<file path="src/rtl/rv32v_types_pkg.sv">
// Shared vtype/vl types for the speculative vtype tracker.
package rv32v_types_pkg;

  typedef logic [31:0] word_t;

  typedef enum logic [2:0] {
    LMUL_1    = 3'b000,
    LMUL_2    = 3'b001,
    LMUL_4    = 3'b010,
    LMUL_8    = 3'b011,
    LMUL_RSVD = 3'b100,
    LMUL_F8   = 3'b101,
    LMUL_F4   = 3'b110,
    LMUL_F2   = 3'b111
  } vlmul_t;

  typedef enum logic [2:0] {
    SEW_8   = 3'b000,
    SEW_16  = 3'b001,
    SEW_32  = 3'b010,
    SEW_64  = 3'b011,
    SEW_R4  = 3'b100,
    SEW_R5  = 3'b101,
    SEW_R6  = 3'b110,
    SEW_R7  = 3'b111
  } vsew_t;

  typedef struct packed {
    logic   vill;
    logic   vma;
    logic   vta;
    vsew_t  vsew;
    vlmul_t vlmul;
  } vtype_t;

  typedef struct packed {
    vtype_t vtype;
    word_t  vl;
  } vspec_entry_t;

  localparam vtype_t VTYPE_ILLEGAL = '{vill: 1'b1, vma: 1'b0, vta: 1'b0,
                                       vsew: SEW_8, vlmul: LMUL_1};

endpackage

</file>
<file path="src/rtl/rv32v_vtype_legalize.sv">
// Combinational vtype legality check, VLMAX and vl selection.
// RV32V_AGNOSTIC_EN: accept and keep vta/vma instead of treating them as illegal.
module rv32v_vtype_legalize
  import rv32v_types_pkg::*;
#(
  parameter int unsigned VLEN = 128,
  parameter int unsigned ELEN = 32
) (
  input  word_t  vtype_in,
  input  word_t  avl_in,
  input  logic   avl_max,
  input  logic   vkeepvl,
  input  word_t  vl_cur,
  output vtype_t vtype_out,
  output word_t  vl_out,
  output word_t  vlmax
);

  localparam int unsigned ELEN_LOG2 = $clog2(ELEN);

  logic [3:0] sew_log2;
  logic [2:0] frac_shift;
  logic       illegal;
  logic       agnostic_bad;
  word_t      base;
  word_t      vlmax_raw;

  always_comb begin
`ifdef RV32V_AGNOSTIC_EN
    agnostic_bad = 1'b0;
`else
    agnostic_bad = |vtype_in[7:6];
`endif
    sew_log2   = 4'd3 + {2'b00, vtype_in[4:3]};
    // 101/110/111 encode 1/8, 1/4, 1/2: the right-shift is the two's complement of the code
    frac_shift = 3'd0 - vtype_in[2:0];
    illegal    = vtype_in[5]
               | (sew_log2 > 4'(ELEN_LOG2))
               | (vtype_in[2:0] == LMUL_RSVD)
               | (vtype_in[2] && (({1'b0, sew_log2} + {2'b00, frac_shift}) > 5'(ELEN_LOG2)))
               | (|vtype_in[31:8])
               | agnostic_bad;

    base      = word_t'(VLEN) >> sew_log2;
    vlmax_raw = vtype_in[2] ? (base >> frac_shift) : (base << vtype_in[1:0]);
    vlmax     = illegal ? '0 : vlmax_raw;

    if (illegal)
      vl_out = '0;
    else if (vkeepvl)
      vl_out = (vl_cur < vlmax) ? vl_cur : vlmax;
    else if (avl_max)
      vl_out = vlmax;
    else
      vl_out = (avl_in < vlmax) ? avl_in : vlmax;

    if (illegal) begin
      vtype_out = VTYPE_ILLEGAL;
    end else begin
      vtype_out.vill  = 1'b0;
`ifdef RV32V_AGNOSTIC_EN
      vtype_out.vma   = vtype_in[7];
      vtype_out.vta   = vtype_in[6];
`else
      vtype_out.vma   = 1'b0;
      vtype_out.vta   = 1'b0;
`endif
      vtype_out.vsew  = vsew_t'(vtype_in[5:3]);
      vtype_out.vlmul = vlmul_t'(vtype_in[2:0]);
    end
  end

endmodule

</file>
<file path="src/rtl/rv32v_vtype_spec_queue.sv">
// Speculative vtype/vl queue: architectural state plus DEPTH in-flight vsetvl results.
// RV32V_AGNOSTIC_EN (see rv32v_vtype_legalize) controls vta/vma acceptance.
module rv32v_vtype_spec_queue
  import rv32v_types_pkg::*;
#(
  parameter int unsigned VLEN  = 128,
  parameter int unsigned ELEN  = 32,
  parameter int unsigned DEPTH = 4
) (
  input  logic                     CLK,
  input  logic                     nRST,
  input  logic                     push_valid,
  output logic                     push_ready,
  input  word_t                    vtype_in,
  input  word_t                    avl_in,
  input  logic                     avl_max,
  input  logic                     vkeepvl,
  input  logic                     commit,
  input  logic                     flush,
  output vtype_t                   vtype_spec,
  output word_t                    vl_spec,
  output vtype_t                   vtype_arch,
  output word_t                    vl_arch,
  output logic [$clog2(DEPTH):0]   count,
  output logic                     empty,
  output logic                     full
);

  localparam int unsigned PW = $clog2(DEPTH);
  localparam int unsigned CW = PW + 1;

  vspec_entry_t q [DEPTH];
  logic [PW-1:0] head;
  logic [PW-1:0] tail;

  vtype_t        new_vtype;
  word_t         new_vl;
  word_t         new_vlmax;
  logic          do_push;
  logic          do_commit;
  logic [CW-1:0] count_next;
  vspec_entry_t  arch_next;
  vspec_entry_t  spec_next;

  // vl_spec always mirrors the youngest entry, so it is the pre-commit chaining source
  rv32v_vtype_legalize #(.VLEN(VLEN), .ELEN(ELEN)) u_legalize (
    .vtype_in  (vtype_in),
    .avl_in    (avl_in),
    .avl_max   (avl_max),
    .vkeepvl   (vkeepvl),
    .vl_cur    (vl_spec),
    .vtype_out (new_vtype),
    .vl_out    (new_vl),
    .vlmax     (new_vlmax)
  );

  assign push_ready = ~full | commit;

  always_comb begin
    do_commit  = commit & ~empty;
    do_push    = push_valid & push_ready & ~flush;
    count_next = flush ? '0 : (count + CW'(do_push) - CW'(do_commit));
    arch_next  = do_commit ? q[head] : '{vtype: vtype_arch, vl: vl_arch};
    if (flush || count_next == '0)
      spec_next = arch_next;
    else if (do_push)
      spec_next = '{vtype: new_vtype, vl: new_vl};
    else
      spec_next = '{vtype: vtype_spec, vl: vl_spec};
  end

  always_ff @(posedge CLK or negedge nRST) begin
    if (!nRST) begin
      for (int unsigned i = 0; i < DEPTH; i++) q[i] <= '0;
      head       <= '0;
      tail       <= '0;
      count      <= '0;
      empty      <= 1'b1;
      full       <= 1'b0;
      vtype_arch <= VTYPE_ILLEGAL;
      vl_arch    <= '0;
      vtype_spec <= VTYPE_ILLEGAL;
      vl_spec    <= '0;
    end else begin
      if (do_push) q[tail] <= '{vtype: new_vtype, vl: new_vl};
      if (flush) begin
        head <= '0;
        tail <= '0;
      end else begin
        if (do_commit) head <= head + 1'b1;
        if (do_push)   tail <= tail + 1'b1;
      end
      count      <= count_next;
      empty      <= (count_next == '0);
      full       <= (count_next == CW'(DEPTH));
      vtype_arch <= arch_next.vtype;
      vl_arch    <= arch_next.vl;
      vtype_spec <= spec_next.vtype;
      vl_spec    <= spec_next.vl;
    end
  end

endmodule

</file>
<file path="config.mk">
export PLATFORM = sky130hd
export DESIGN_NAME = rv32v_vtype_spec_queue
export DESIGN_NICKNAME = d
export VERILOG_FILES = /design/src/rtl/rv32v_types_pkg.sv /design/src/rtl/rv32v_vtype_legalize.sv /design/src/rtl/rv32v_vtype_spec_queue.sv
export SDC_FILE = /design/constraint.sdc
export NUM_CORES = 1
export LEC_CHECK = 0
export BUFFER_PORTS_ARGS = -buffer_cell sky130_fd_sc_hd__clkbuf_2
export CELL_PAD_IN_SITES_DETAIL_PLACEMENT = 1
export CELL_PAD_IN_SITES_GLOBAL_PLACEMENT = 1
export CORE_MARGIN = 4
export CORE_UTILIZATION = 32
export DETAILED_ROUTE_END_ITERATION = 10
export GPL_ROUTABILITY_DRIVEN = 0
export GPL_TIMING_DRIVEN = 0
export PLACE_DENSITY = 0.72
export SLEW_MARGIN = 25
export SYNTH_ARGS = -nofsm -noshare
export SYNTH_HDL_FRONTEND = slang
export SYNTH_SLANG_ARGS = --single-unit
</file>
<file path="constraint.sdc">
create_clock -name CLK -period 3.5 [get_ports CLK]
set_input_delay 0.35 -clock CLK [delete_from_list [all_inputs] [get_ports CLK]]
set_output_delay 0.35 -clock CLK [all_outputs]
set_load 0.05 [all_outputs]
</file>
Word level (Yosys, flattened, before mapping) --
Cells that the tools add are included.
Word-level totals: input port bits 71, output and inout port bits 88, bits in registers 255, logic and storage cells 105
Cells by class: muxes and demuxes 22, eq/ne operators 2, reductions and logical operators 9, shifts and indexed selects 3, magnitude comparators 7, bitwise gates (word level) 14, $add $sub $neg 7
Operators with widths (count):
- 41-bit 2-to-1 mux | 6
- 32-bit 2-to-1 mux | 7
- 164-bit bitwise mux | 1
- 41-bit binary-select mux with 2-bit select | 1
- 41-bit demux with 2-bit select | 1
- 32-bit < comparator | 2
- 32-bit by 2-bit left shift with 32-bit output | 1
- 32-bit by 3-bit right shift with 32-bit output | 1
- 8-bit by 4-bit right shift with 32-bit output (first input constant) | 1
- 24-bit OR reduction | 1
- 9-bit 2-to-1 mux | 1
- 2-bit 2-to-1 mux | 4
- 3-bit equality test (second input constant) | 2
- 3-bit greater-or-equal comparator (second input constant) | 2
- 2-bit NOT with 3-bit output | 2
- 1-bit OR | 6
- 2-bit nonzero test | 3
- 4-bit by 3-bit adder with 5-bit output | 1
- 5-bit by 3-bit > comparator with 1-bit output (second input constant) | 1
- 2-bit by 1-bit adder with 2-bit output (second input constant) | 2
- 4-bit by 3-bit > comparator with 1-bit output (second input constant) | 1
- 2-bit by 2-bit adder with 3-bit output (first input constant) | 1
- 3-bit by 1-bit adder with 3-bit output | 1
- 1-bit bitwise AND | 3
- other kinds (9) | 12

Logic depth before layout (Yosys ltp) --
Gate-level depths: netlist (run 1).
depth after elaboration 15, depth in mapped cells 20, gate-level depth less buffers 18

Modules after synthesis --
Synthesis (run 1) repeated with hierarchy kept, for this count alone.
Second synthesis, totals: cell total of the unflattened synthesis 999, area total of the unflattened synthesis 13386.6 um2
Modules (own cells, without submodules):
- rv32v_vtype_spec_queue | area an instance 11529.8 um2, sequential area each 6384.9 um2, times used 1, cells an instance 755
- rv32v_vtype_legalize | area an instance 1856.8 um2, sequential area each 0.0 um2, times used 1, cells an instance 244

Worst setup path after synthesis (run 1) --
Ideal clock, no wire load.
path kind input-to-reg, from in vtype_in[1], to reg vl_spec[1], stages on the path 17, path slack -1026 ps, buffers on the path 1, data required time 3374 ps, setup time 126 ps, arrival time 4400 ps, path through clkbuf_1 inv_1 ha_1 ha_1 inv_1 ha_1 nor3b_1 a311oi_1 or3_1 or2_2 ha_1 a2111o_1 nor4_4 a211oi_2 o41ai_1 nor3b_2 a221o_1
On the way: word-level cells in the longest chain between the ends 15, elaborated cells between the ends (all ways) 22, classes of those cells 2 x add/sub; 3 x order compare; 1 x eq/ne; 2 x shift; 9 x mux; 4 x bitwise; 1 x reduce/logical
Ends and longest elaborated chain:
- start, declared | line rv32v_vtype_spec_queue.sv:14 | input word_t vtype_in,
- 1-bit by 3-bit subtractor with 3-bit output | line rv32v_vtype_legalize.sv:36 | frac_shift = 3'd0 - vtype_in[2:0];
- 4-bit by 3-bit adder with 5-bit output | line rv32v_vtype_legalize.sv:40 | | (vtype_in[2] && (({1'b0, sew_log2} + {2'b00, frac_shift}) > 5'(ELEN_LOG2)))
- 5-bit by 3-bit > comparator with 1-bit output | line rv32v_vtype_legalize.sv:40
- 1-bit logical AND | line rv32v_vtype_legalize.sv:40
- 1-bit OR | line rv32v_vtype_legalize.sv:40
- 1-bit OR | line rv32v_vtype_legalize.sv:41 | | (|vtype_in[31:8])
- 1-bit OR | line rv32v_vtype_legalize.sv:42 | | agnostic_bad;
- 32-bit 2-to-1 mux | line rv32v_vtype_legalize.sv:46 | vlmax = illegal ? '0 : vlmax_raw;
- 32-bit < comparator | line rv32v_vtype_legalize.sv:55 | vl_out = (avl_in < vlmax) ? avl_in : vlmax;
- 32-bit 2-to-1 mux | line rv32v_vtype_legalize.sv:55
- 32-bit 2-to-1 mux | line rv32v_vtype_legalize.sv:52 | else if (avl_max)
- 32-bit 2-to-1 mux | line rv32v_vtype_legalize.sv:50 | else if (vkeepvl)
- 32-bit 2-to-1 mux * | line rv32v_vtype_legalize.sv:48 | if (illegal)
- 41-bit 2-to-1 mux * | line rv32v_vtype_spec_queue.sv:66 | else if (do_push)
- 41-bit 2-to-1 mux * | line rv32v_vtype_spec_queue.sv:64 | if (flush || count_next == '0)
- end signal, assigned | line rv32v_vtype_spec_queue.sv:99 | vl_spec <= spec_next.vl;
- end, declared | line rv32v_vtype_spec_queue.sv:21 | output word_t vl_spec,
Every way passes the cells marked *; elsewhere a longest branch is shown, timed or not. The select of a mux whose other input is x is not followed. A chain may end at the register's enable or synchronous reset.

Final worst setup path (run 1) --
Ends and elaborated chain as after synthesis.

==> flow_summary.json, run 1 <==
{
  "cp.required_ns": 3.92,
  "gr-total-overflow": 0,
  "drive_gt1_share_pct": 36.6,
  "cts_made_buffers": 26,
  "end_kind": "flip-flop",
  "htree_levels": 1,
  "period_minus_slack_ns": 3.88,
  "insertion_delay_ns": 0.54,
  "synth-edff-count": 0,
  "first_pass_iters": 4,
  "dp_slack_ns": -1.63,
  "wl_met2_mm": 17.0,
  "yosysUniqueCellTypes": 73,
  "die_x_um": 194,
  "syn_inst": 890,
  "min_path_cells": 3,
  "syn2layout_area_growth_pct": 27.2,
  "rsz0062_at_grt": "yes",
  "path_clk_slew_ns": 0.06,
  "path_common_cell": "ha_4",
  "grt_pass1_vias": 8933,
  "diodes": 0,
  "ys_warn_count": 0,
  "worst_slew_pin_slew_ns": 0.898,
  "totalWireLength_mm": 33.7,
  "r2r_slack_ns": 0.01,
  "setup_viol_count_final": 40,
  "start_util_pct": 32.3,
  "grt_pass1_wl_mm": 52.7,
  "tns_ns": -11.02,
  "p_leak_nw": 6.70,
  "grt_max_degree": 82,
  "rr_worst_depth": 13,
  "dieArea_sq_mm": 0.0378,
  "slowest_stage": "o41ai_2",
  "wl_met3_mm": 1.90,
  "period_share_pct": 111,
  "syn_area_sq_mm": 0.0111,
  "total_power_w": 0.00721,
  "maxCapViolCount": 0,
  "yosys_most_used_dff": "dfrtp_1",
  "syn-num-nets": 994,
  "max_stage_delay_ns": 0.43,
  "clock-sinks": 247,
  "vias_per_cell": 5.16,
  "antenna_found_initial": 0,
  "dp_hpwl_mm": 24.0,
  "wl_per_cell_um": 21.4,
  "io_buffers": 155,
  "critPathArrivalTime_ns": 4.30,
  "timing.final.ws_setup_ns": -0.381,
  "vias": 8126,
  "ir_worst_vdd_mv": 0.372,
  "cellPowerDensity_mw_per_mm2": 510,
  "postLayoutCoreUtil_pct": 41.1,
  "clockBufferDepth": 3,
  "hp-class": "input port to flip-flop",
  "avgSynthCellArea_sq_um": 12.5,
  "cts-root-buf": "clkbuf_16",
  "nets": 1206,
  "pin_count": 159,
  "num_rows": 68,
  "ys_async_sr_fraction_pct": 100,
  "grt.total_usage_pct": 17.5,
  "drt-met1-wl_mm": 14.1,
  "yosys_register_bits": 247,
  "critPathLaunchType": "input port",
  "drv_slew": 0,
  "failed_checks": "setup timing",
  "finClkSkew_ns": 0.0177,
  "cts_tree": "done",
  "outcome": "finished with violations",
  "drc": 0,
  "timing.fmax_mhz": 258,
  "ant_nets": 0,
  "relSlewSlack_pct": 40.1,
  "crit_chain": "clkbuf_16, inv_8, ha_4, ha_4, inv_2, ha_4, nor3b_4, a311oi_2, or3_4, or2_4, ha_4, a2111o_1, nor4_4, a211oi_2, o41ai_2, nor3b_4, a221o_1",
  "hold_viol": 0,
  "criticalPathCategory": "input port to flip-flop",
  "path_max_fanout": 10,
  "highest_layer": "met4",
  "design.core.area_sq_mm": 0.0345,
  "initialDrtViolationCount": 412,
  "die_y_um": 194,
  "ys_seq_area_share_pct": 55.6
}
## per-stage QoR
| step | cells | hold WS [ns] | instance area (sq um) |
|---|---|---|---|
| final | 1575 | 0.0882 | 14200 |
| after global routing | 1575 | 0.102 | 14200 |
| after CTS | 1574 | 0.0733 | 14100 |
| after detailed placement | 1503 | 0.266 | 12700 |
| after global placement | 1500 | 0.456 | 12700 |
| after floorplan | 890 | 0.0544 | 11300 |
## path summary, 6_finish.rpt
check                              startpoint                      to
hold reg to reg            q[123]$_DFFE_PN0P_      q[123]$_DFFE_PN0P_
setup / recovery                  vtype_in[1]  vl_spec[1]$_DFFE_PN0P_
hold / removal                     push_valid     tail[1]$_DFFE_PN0P_
setup reg to reg              empty$_DFF_PN1_  vl_spec[1]$_DFFE_PN0P_
min in group asynchronous                nRST      q[148]$_DFFE_PN0P_
max in group asynchronous                nRST       q[44]$_DFFE_PN0P_
## synthesized netlist by cell type, drive strengths merged (5+ instances only)
master	count	share of area [%]
dfrtp	244	55
and2	108	6.1
nand2	67	2.3
o21ai	57	2.6
mux2	42	4.3
mux4	39	7.9
a22o	36	2.8
clkbuf	34	1.1
ha	31	3.5
nor2	26	0.92
inv	22	0.74
buf	21	0.90
nor4	20	1.3
a21oi	14	0.63
o211ai	9	0.65
nand4	8	0.51
a211oi	6	0.45
a22oi	6	0.40
mux2i	6	0.54
nand2b	6	0.34
nand3	6	0.27
nor3	6	0.31
a31o	5	0.39
nor2b	5	0.28
o31ai	5	0.34
## cell type report
type	instances	area, sq um
Sequential cell	247	6190
Multi-Input combinational cell	566	5010
Buffer	54	333
Fill cell	3694	20300
Tap cell	455	569
Timing Repair Buffer	185	1130
Inverter	22	115
Clock inverter	10	86.3
Clock buffer	36	728
## flip-flops by register name (all words and copies together) (netlist names)
name and count:
count 3, empty 1, tail 2, full 1
vtype_spec 9, vtype_arch 9, q 156, head 2
vl_spec 32, vl_arch 32
## critical path: cells and delay by family
kind	cells	cell delay (ns)
AOI/OAI and AO/OA	5	1.44
and+or+nand+nor	5	1.34
buffers and inverters	3	0.22
adders and majority gates	4	0.92
## layout by cell type, fill, tap and decap left out, types with 5 or more instances in the layout
| master | Yosys | routed |
|---|---|---|
| clkbuf_8 | 0 | 8 |
| a22oi_1 | 6 | 6 |
| ha_1 | 31 | 26 |
| o21ai_0 | 34 | 31 |
| clkinv_2 | 0 | 8 |
| mux4_2 | 39 | 39 |
| nand2_1 | 67 | 65 |
| a22o_1 | 36 | 36 |
| o211ai_1 | 8 | 8 |
| nor2b_1 | 5 | 5 |
| nand3_1 | 6 | 5 |
| nand2b_1 | 6 | 5 |
| nand4_1 | 7 | 7 |
| clkbuf_2 | 0 | 151 |
| clkbuf_16 | 0 | 30 |
| mux2_2 | 41 | 41 |
| buf_1 | 9 | 6 |
| inv_1 | 22 | 14 |
| buf_2 | 11 | 10 |
| and2_1 | 108 | 108 |
| nor3_1 | 5 | 5 |
| a21oi_2 | 0 | 5 |
| buf_4 | 0 | 28 |
| nor2_1 | 24 | 23 |
| ha_4 | 0 | 5 |
| nor4_1 | 18 | 14 |
| clkbuf_1 | 34 | 29 |
| mux2i_1 | 6 | 6 |
| o21ai_1 | 22 | 22 |
| dfrtp_1 | 244 | 243 |
| a21oi_1 | 14 | 8 |
## cells by family after synthesis
kind of cell / share of synthesized area [%]
buf+inv: 2.79
xor+xnor: 0.394
mux: 12.7
flops: 55.6
fa+ha+maj: 3.85
simple gates: 13.5
compound gates: 11.2
## report_power, final
group | total (W) | internal (W) | switching, W
Combinational | 0.00160 | 0.000536 | 0.00106
Clock | 0.00266 | 0.00152 | 0.00113
Sequential | 0.00296 | 0.00293 | 0.0000362
Total | 0.00721 | 0.00499 | 0.00223
## routing by layer
| metal | GRT usage [%] | up-vias |
|---|---|---|
| met5 | 0 | - |
| met2 | 30.1 | 175 |
| li1 | - | 3634 |
| met1 | 23.3 | 4269 |
| met4 | 3.62 | 0 |
| met3 | 3.15 | 48 |
## timing repair
item | CTS | global route
hold endpoints to repair | 31 | 0
setup buffers | 24 | 1
pin swaps | 32 | 16
hold buffers | 1 | 0
setup endpoints to repair | 74 | 71
cloned | 1 | 0
gates resized for setup | 88 | 16
(Power assumes the default switching activity.)
==> run 2: changes to the inputs <==
Settings changed: PLACE_DENSITY 0.72 to 0.7.
Clock period 3.5 ns to 3.9 ns, I/O delays scaled along.
==> run 2 against run 1 <==
The run still ends with setup timing left. Core utilization shrank 0.17 points. Critical path depth is 2 higher. Highest routed layer unchanged. Largest power group unchanged. Clock-buffer cell count is 3 higher. Hold slack improved by 0.034 ns. Global-route usage is 0.097 points higher.
==> flow_summary.json, run 2 (synthesized netlist as in run 1, its figures left out) <==
{
  "path_common_cell": "buf_4",
  "wl_per_cell_um": 21.7,
  "hp-start": "push_valid",
  "pin_count": 159,
  "slowest_stage": "fa_1",
  "total_power_w": 0.00658,
  "hold_viol": 0,
  "drc": 0,
  "p_switching_w": 0.00201,
  "drive_gt1_share_pct": 35.6,
  "cts-root-buf": "clkbuf_16",
  "clock-sinks": 247,
  "criticalPathCategory": "input port to flip-flop",
  "placed_area_sq_mm": 0.0127,
  "comb_power_share_pct": 20.4,
  "num_rows": 68,
  "antenna_found_initial": 0,
  "clockBufferDepth": 3,
  "start_util_pct": 32.3,
  "first_pass_iters": 7,
  "drv_slew": 0,
  "fin_hold_ws_ns": 0.122,
  "htree_levels": 1,
  "timing.fmax_mhz": 249,
  "largest_reg_flops": 156,
  "outcome": "finished with violations",
  "grt_max_degree": 88,
  "nets": 1206,
  "io_buffers": 155,
  "design.core.area_sq_mm": 0.0345,
  "top_register": "q",
  "critPathLaunchType": "input port",
  "path_max_fanout": 5,
  "crit_start": "vtype_in[1]",
  "dieArea_sq_mm": 0.0378,
  "failed_checks": "setup timing",
  "largestRegisters": "q: 156 flops, vl_arch: 32 flops, vl_spec: 32 flops",
  "end_kind": "flip-flop",
  "internal_power_w": 0.00457,
  "cts_tree": "done",
  "tns_ns": -1.50,
  "max_stage_delay_ns": 0.50,
  "grt.total_usage_pct": 17.6,
  "critPathArrivalTime_ns": 4.44,
  "setup_viol_count_final": 26,
  "vias_per_cell": 5.17,
  "dp_hpwl_mm": 23.7,
  "path_clk_slew_ns": 0.06,
  "rsz0062_at_grt": "yes",
  "grt_pass1_wl_mm": 53.3,
  "rr_startpoint": "empty$_DFF_PN1_",
  "hp-class": "input port to flip-flop",
  "relSlewSlack_pct": 47.9,
  "p_leak_nw": 6.69,
  "cp.required_ns": 4.33,
  "insertion_delay_ns": 0.55,
  "pwr-share-clk_pct": 39.2,
  "ir_worst_vdd_mv": 0.349,
  "crit_chain": "clkbuf_16, inv_8, ha_4, fa_1, a211oi_2, a311oi_2, or3_4, or2_4, buf_4, ha_1, nor4b_2, nand2_1, buf_4, o21ai_1, nand3_2, o22ai_1, nor3b_4, buf_12, a22o_1",
  "p_sw_share_pct": 30.5,
  "syn2layout_area_growth_pct": 26.7,
  "fin_cells": 1574,
  "finalInstanceArea_sq_mm": 0.0141,
  "die_y_um": 194,
  "r2r_slack_ns": 0.28,
  "final_cell_mix": "dfrtp_1 (244), clkbuf_2 (154), and2_1 (108)",
  "worst_slew_pin_slew_ns": 0.781,
  "diodes": 0,
  "die_x_um": 194,
  "dp_cells": 1502,
  "maxCapViolCount": 0,
  "seqPwrFrac_pct": 40.4,
  "cts_made_buffers": 27,
  "cellPowerDensity_mw_per_mm2": 467,
  "initialDrtViolationCount": 504,
  "mostFrequentLayoutCell": "dfrtp_1",
  "finClkSkew_ns": 0.0155,
  "grt_pass1_vias": 9026,
  "ant_nets": 0,
  "timing.final.ws_setup_ns": -0.115,
  "vias": 8131,
  "period_share_pct": 103,
  "period_minus_slack_ns": 4.01,
  "totalWireLength_mm": 34.2,
  "gr-total-overflow": 0
}
==> run 2: cell count changes in the layout (fill, tap and decap cells not counted), moves of 3 or more <==
cell / before / now
a21oi_1: 8 / 13
a21oi_2: 5 / 0
clkinv_2: 8 / 3
o31ai_1: 1 / 5
o31ai_2: 4 / 0
clkbuf_2: 151 / 154
inv_8: 4 / 1
o21ai_1: 22 / 19
==> run 2: final timing paths <==
| kind | to | cells after the start |
|---|---|---|
| max | q[83]$_DFFE_PN0P_ | 19 |
| min reg2reg | q[41]$_DFFE_PN0P_ | 2 |
| max in group asynchronous | vtype_spec[8]$_DFFE_PN1P_ | 3 |
| min | tail[1]$_DFFE_PN0P_ | 3 |
| max reg2reg | vl_spec[1]$_DFFE_PN0P_ | 12 |
| min in group asynchronous | vl_arch[23]$_DFF_PN0_ | 2 |
==> run 2: through the flow <==
| stage | utilization (%) | worst slack (ns) |
|---|---|---|
| global route | 40.9 | -0.217 |
| detailed placement | 36.9 | -1.48 |
| finish | 40.9 | -0.115 |
| global placement | 36.7 | -2.58 |
| floorplan | - | -0.335 |
| CTS | 40.3 | 0.00348 |
==> run 2: cell type report <==
class / instances / area [sq um]
Fill cell: 3714 / 20400
Multi-Input combinational cell: 566 / 4960
Timing Repair Buffer: 185 / 1100
Buffer: 53 / 293
Sequential cell: 247 / 6180
Inverter: 22 / 100
Clock buffer: 39 / 791
Tap cell: 455 / 569
Clock inverter: 7 / 103
==> run 2: per-layer routing <==
layer	track usage, %	share of wire [%]	up-vias
met5	0	0	-
met4	3.41	1.8	0
met3	2.81	4.0	46
met2	30.5	51	174
met1	23.5	44	4281
li1	-	-	3630
==> run 2: timing repair <==
action / in CTS / in global routing
setup endpoints to repair: 74 / 72
pin swaps: 18 / 28
gates resized for setup: 50 / 32
gates cloned: 1 / 0
endpoints found under the hold margin: 74 / 0
hold buffers: 1 / 0
buffers inserted: 15 / 11
==> run 2: power groups by stage <==
| stage | clock, W | sequential (W) | combinational, W |
|---|---|---|---|
| floorplan | 0 | 0.00281 | 0.000668 |
| global placement | 0 | 0.00270 | 0.00127 |
| detailed placement | 0 | 0.00271 | 0.00130 |
| CTS | 0.00262 | 0.00266 | 0.00135 |
| global route | 0.00274 | 0.00267 | 0.00146 |
| finish | 0.00258 | 0.00266 | 0.00134 |
==> run 2: worst max-delay path: cells and delay by family <==
family | cells | cell delay, ns
adders and majority gates | 3 | 0.97
AOI/OAI and AO/OA | 5 | 0.97
and+or+nand+nor | 6 | 1.48
buffers and inverters | 5 | 0.61
==> run 3: changes to the inputs <==
Settings changed: SETUP_SLACK_MARGIN from default to 0.05.
==> run 3 against run 2 <==
Critical endpoint is now q[88]$_DFFE_PN0P_. Via count is 0.44% higher. Largest power group is now the clock network. The flow now finishes without violations. Critical path type unchanged. Register-to-register slack hardly changed. Routed wire length hardly changed. Total power is 2.4% higher.
==> flow_summary.json, run 3 (synthesized netlist as in run 1, its figures left out) <==
{
  "outcome": "completed",
  "hp-start": "push_valid",
  "relSlewSlack_pct": 40.4,
  "pin_count": 159,
  "finClkSkew_ns": 0.0260,
  "fin_cells": 1601,
  "timing.fmax_mhz": 258,
  "r2r-end": "vl_spec[5]$_DFFE_PN0P_",
  "cp.required_ns": 4.36,
  "placed_area_sq_mm": 0.0127,
  "htree_levels": 1,
  "worst_slew_pin_slew_ns": 0.894,
  "design.core.area_sq_mm": 0.0345,
  "period_minus_slack_ns": 3.88,
  "setup_viol_count_final": 0,
  "rr_startpoint": "empty$_DFF_PN1_",
  "ir_worst_vdd_mv": 0.316,
  "insertion_delay_ns": 0.55,
  "gr-total-overflow": 0,
  "antenna_found_initial": 0,
  "path_max_fanout": 5,
  "initialDrtViolationCount": 507,
  "grt.total_usage_pct": 17.8,
  "die_x_um": 194,
  "cpLargestDelayFamily": "compound AO/OA/AOI/OAI gates",
  "dp_cells": 1503,
  "mostFrequentLayoutCell": "dfrtp_1",
  "drv_slew": 0,
  "cts_made_buffers": 27,
  "holdPathEnd": "tail[1]$_DFFE_PN0P_",
  "top_register": "q",
  "diodes": 0,
  "criticalPathCategory": "input port to flip-flop",
  "cellPowerDensity_mw_per_mm2": 462,
  "clockBufferDepth": 3,
  "rr_worst_depth": 14,
  "largest_reg_flops": 156,
  "clock-sinks": 247,
  "num_rows": 68,
  "die_y_um": 194,
  "wl_per_cell_um": 21.4,
  "fillers": 3676,
  "largestRegisters": "q: 156 flops, vl_arch: 32 flops, vl_spec: 32 flops",
  "period_share_pct": 99.6,
  "hp-class": "input port to flip-flop",
  "maxCapViolCount": 0,
  "min_path_cells": 3,
  "drive_gt1_share_pct": 38.7,
  "grt_pass1_wl_mm": 54.0,
  "grt_max_degree": 91,
  "start_util_pct": 32.3,
  "finalInstanceArea_sq_mm": 0.0146,
  "critPathArrivalTime_ns": 4.34,
  "critPathLaunchType": "input port",
  "io_buffers": 155,
  "dp_hpwl_mm": 23.7,
  "dieArea_sq_mm": 0.0378,
  "first_pass_iters": 4,
  "r2r_slack_ns": 0.27,
  "slowest_stage": "or3_4",
  "syn2layout_area_growth_pct": 31.2,
  "p_leak_nw": 6.91,
  "nets": 1229,
  "cts-root-buf": "clkbuf_16",
  "path_clk_slew_ns": 0.06,
  "cts_tree": "done",
  "drc": 0,
  "totalWireLength_mm": 34.2,
  "max_stage_delay_ns": 0.40,
  "crit_chain": "clkbuf_16, inv_6, ha_4, ha_4, inv_2, ha_4, nor3b_4, a311oi_4, or3_4, or2_4, ha_4, a2111o_1, nor4_4, a211oi_4, buf_6, o211ai_1, o2111ai_4, o21ai_1",
  "vias_per_cell": 5.10,
  "cp.buffers_inverters": 4,
  "grt_pass1_vias": 9043,
  "path_common_cell": "ha_4",
  "vias": 8167,
  "rsz0062_at_grt": "yes",
  "hold_viol": 0,
  "ant_nets": 0,
  "worst-path-stages": 18,
  "end_kind": "flip-flop",
  "final_cell_mix": "dfrtp_1 (244), clkbuf_2 (154), and2_1 (108)"
}
[run 3: timing repair]
item,in CTS,in global routing
hold buffers,1,0
setup buffers,40,11
endpoints found under the hold margin,21,0
pin swaps,35,30
gates resized for setup,82,42
setup endpoints to repair,74,68
cloned,2,0
[run 3: worst max-delay path by stage]
stage	start	endpoint	slack [ns]
final	vtype_in[0]	q[88]$_DFFE_PN0P_	0.02
after global routing	vtype_in[0]	q[88]$_DFFE_PN0P_	-0.14
after CTS	vtype_in[4]	vl_spec[1]$_DFFE_PN0P_	-0.09
after detailed placement	vtype_in[0]	q[87]$_DFFE_PN0P_	-1.41
after global placement	nRST	vl_arch[3]$_DFF_PN0_	-2.63
after floorplan	vtype_in[1]	q[47]$_DFFE_PN0P_	-0.34
[run 3: cell type report]
type | instances | area [sq um] | share of cell area [%]
multi-input combinational | 566 | 5120 | 35.1
tap | 455 | 569 | 3.90
inverter | 22 | 113 | 0.771
timing repair buffer | 207 | 1340 | 9.20
buffer | 54 | 314 | 2.15
sequential | 247 | 6180 | 42.4
clock inverter | 17 | 208 | 1.42
clock buffer | 33 | 748 | 5.12
[run 3: per-layer routing]
metal  up-vias  global-route usage (%)  routed length (um)
met5         -                       0                   0
met4         0                    4.06                 790
met3        42                    3.10                1450
met2       151                    30.3               17200
met1      4291                    23.9               14800
li1       3683                       -                   -
[run 3: metrics by stage]
stage / setup TNS, ns / total power, W / setup WS, ns / hold slack, ns / utilization [%]
global route: -1.88 / 0.00705 / -0.144 / 0.131 / 42.4
global placement: -727.62 / 0.00398 / -2.63 / 0.457 / 36.7
detailed placement: -93.62 / 0.00401 / -1.41 / 0.290 / 37.0
finish: 0 / 0.00674 / 0.0170 / 0.116 / 42.4
CTS: -0.177 / 0.00680 / -0.0897 / 0.0878 / 41.6
floorplan: -9.91 / 0.00348 / -0.335 / 0.0944 / -
[run 3: tightest hold or removal path, stage by stage]
cell and delay (ns):
clkbuf_2 0.10, nand3_1 0.07, a21oi_1 0.06
[run 3: report_power, final]
part / switching, W / total [W] / internal, W
Sequential: 0.0000331 / 0.00266 / 0.00263
Clock: 0.00106 / 0.00270 / 0.00164
Combinational: 0.000955 / 0.00139 / 0.000433
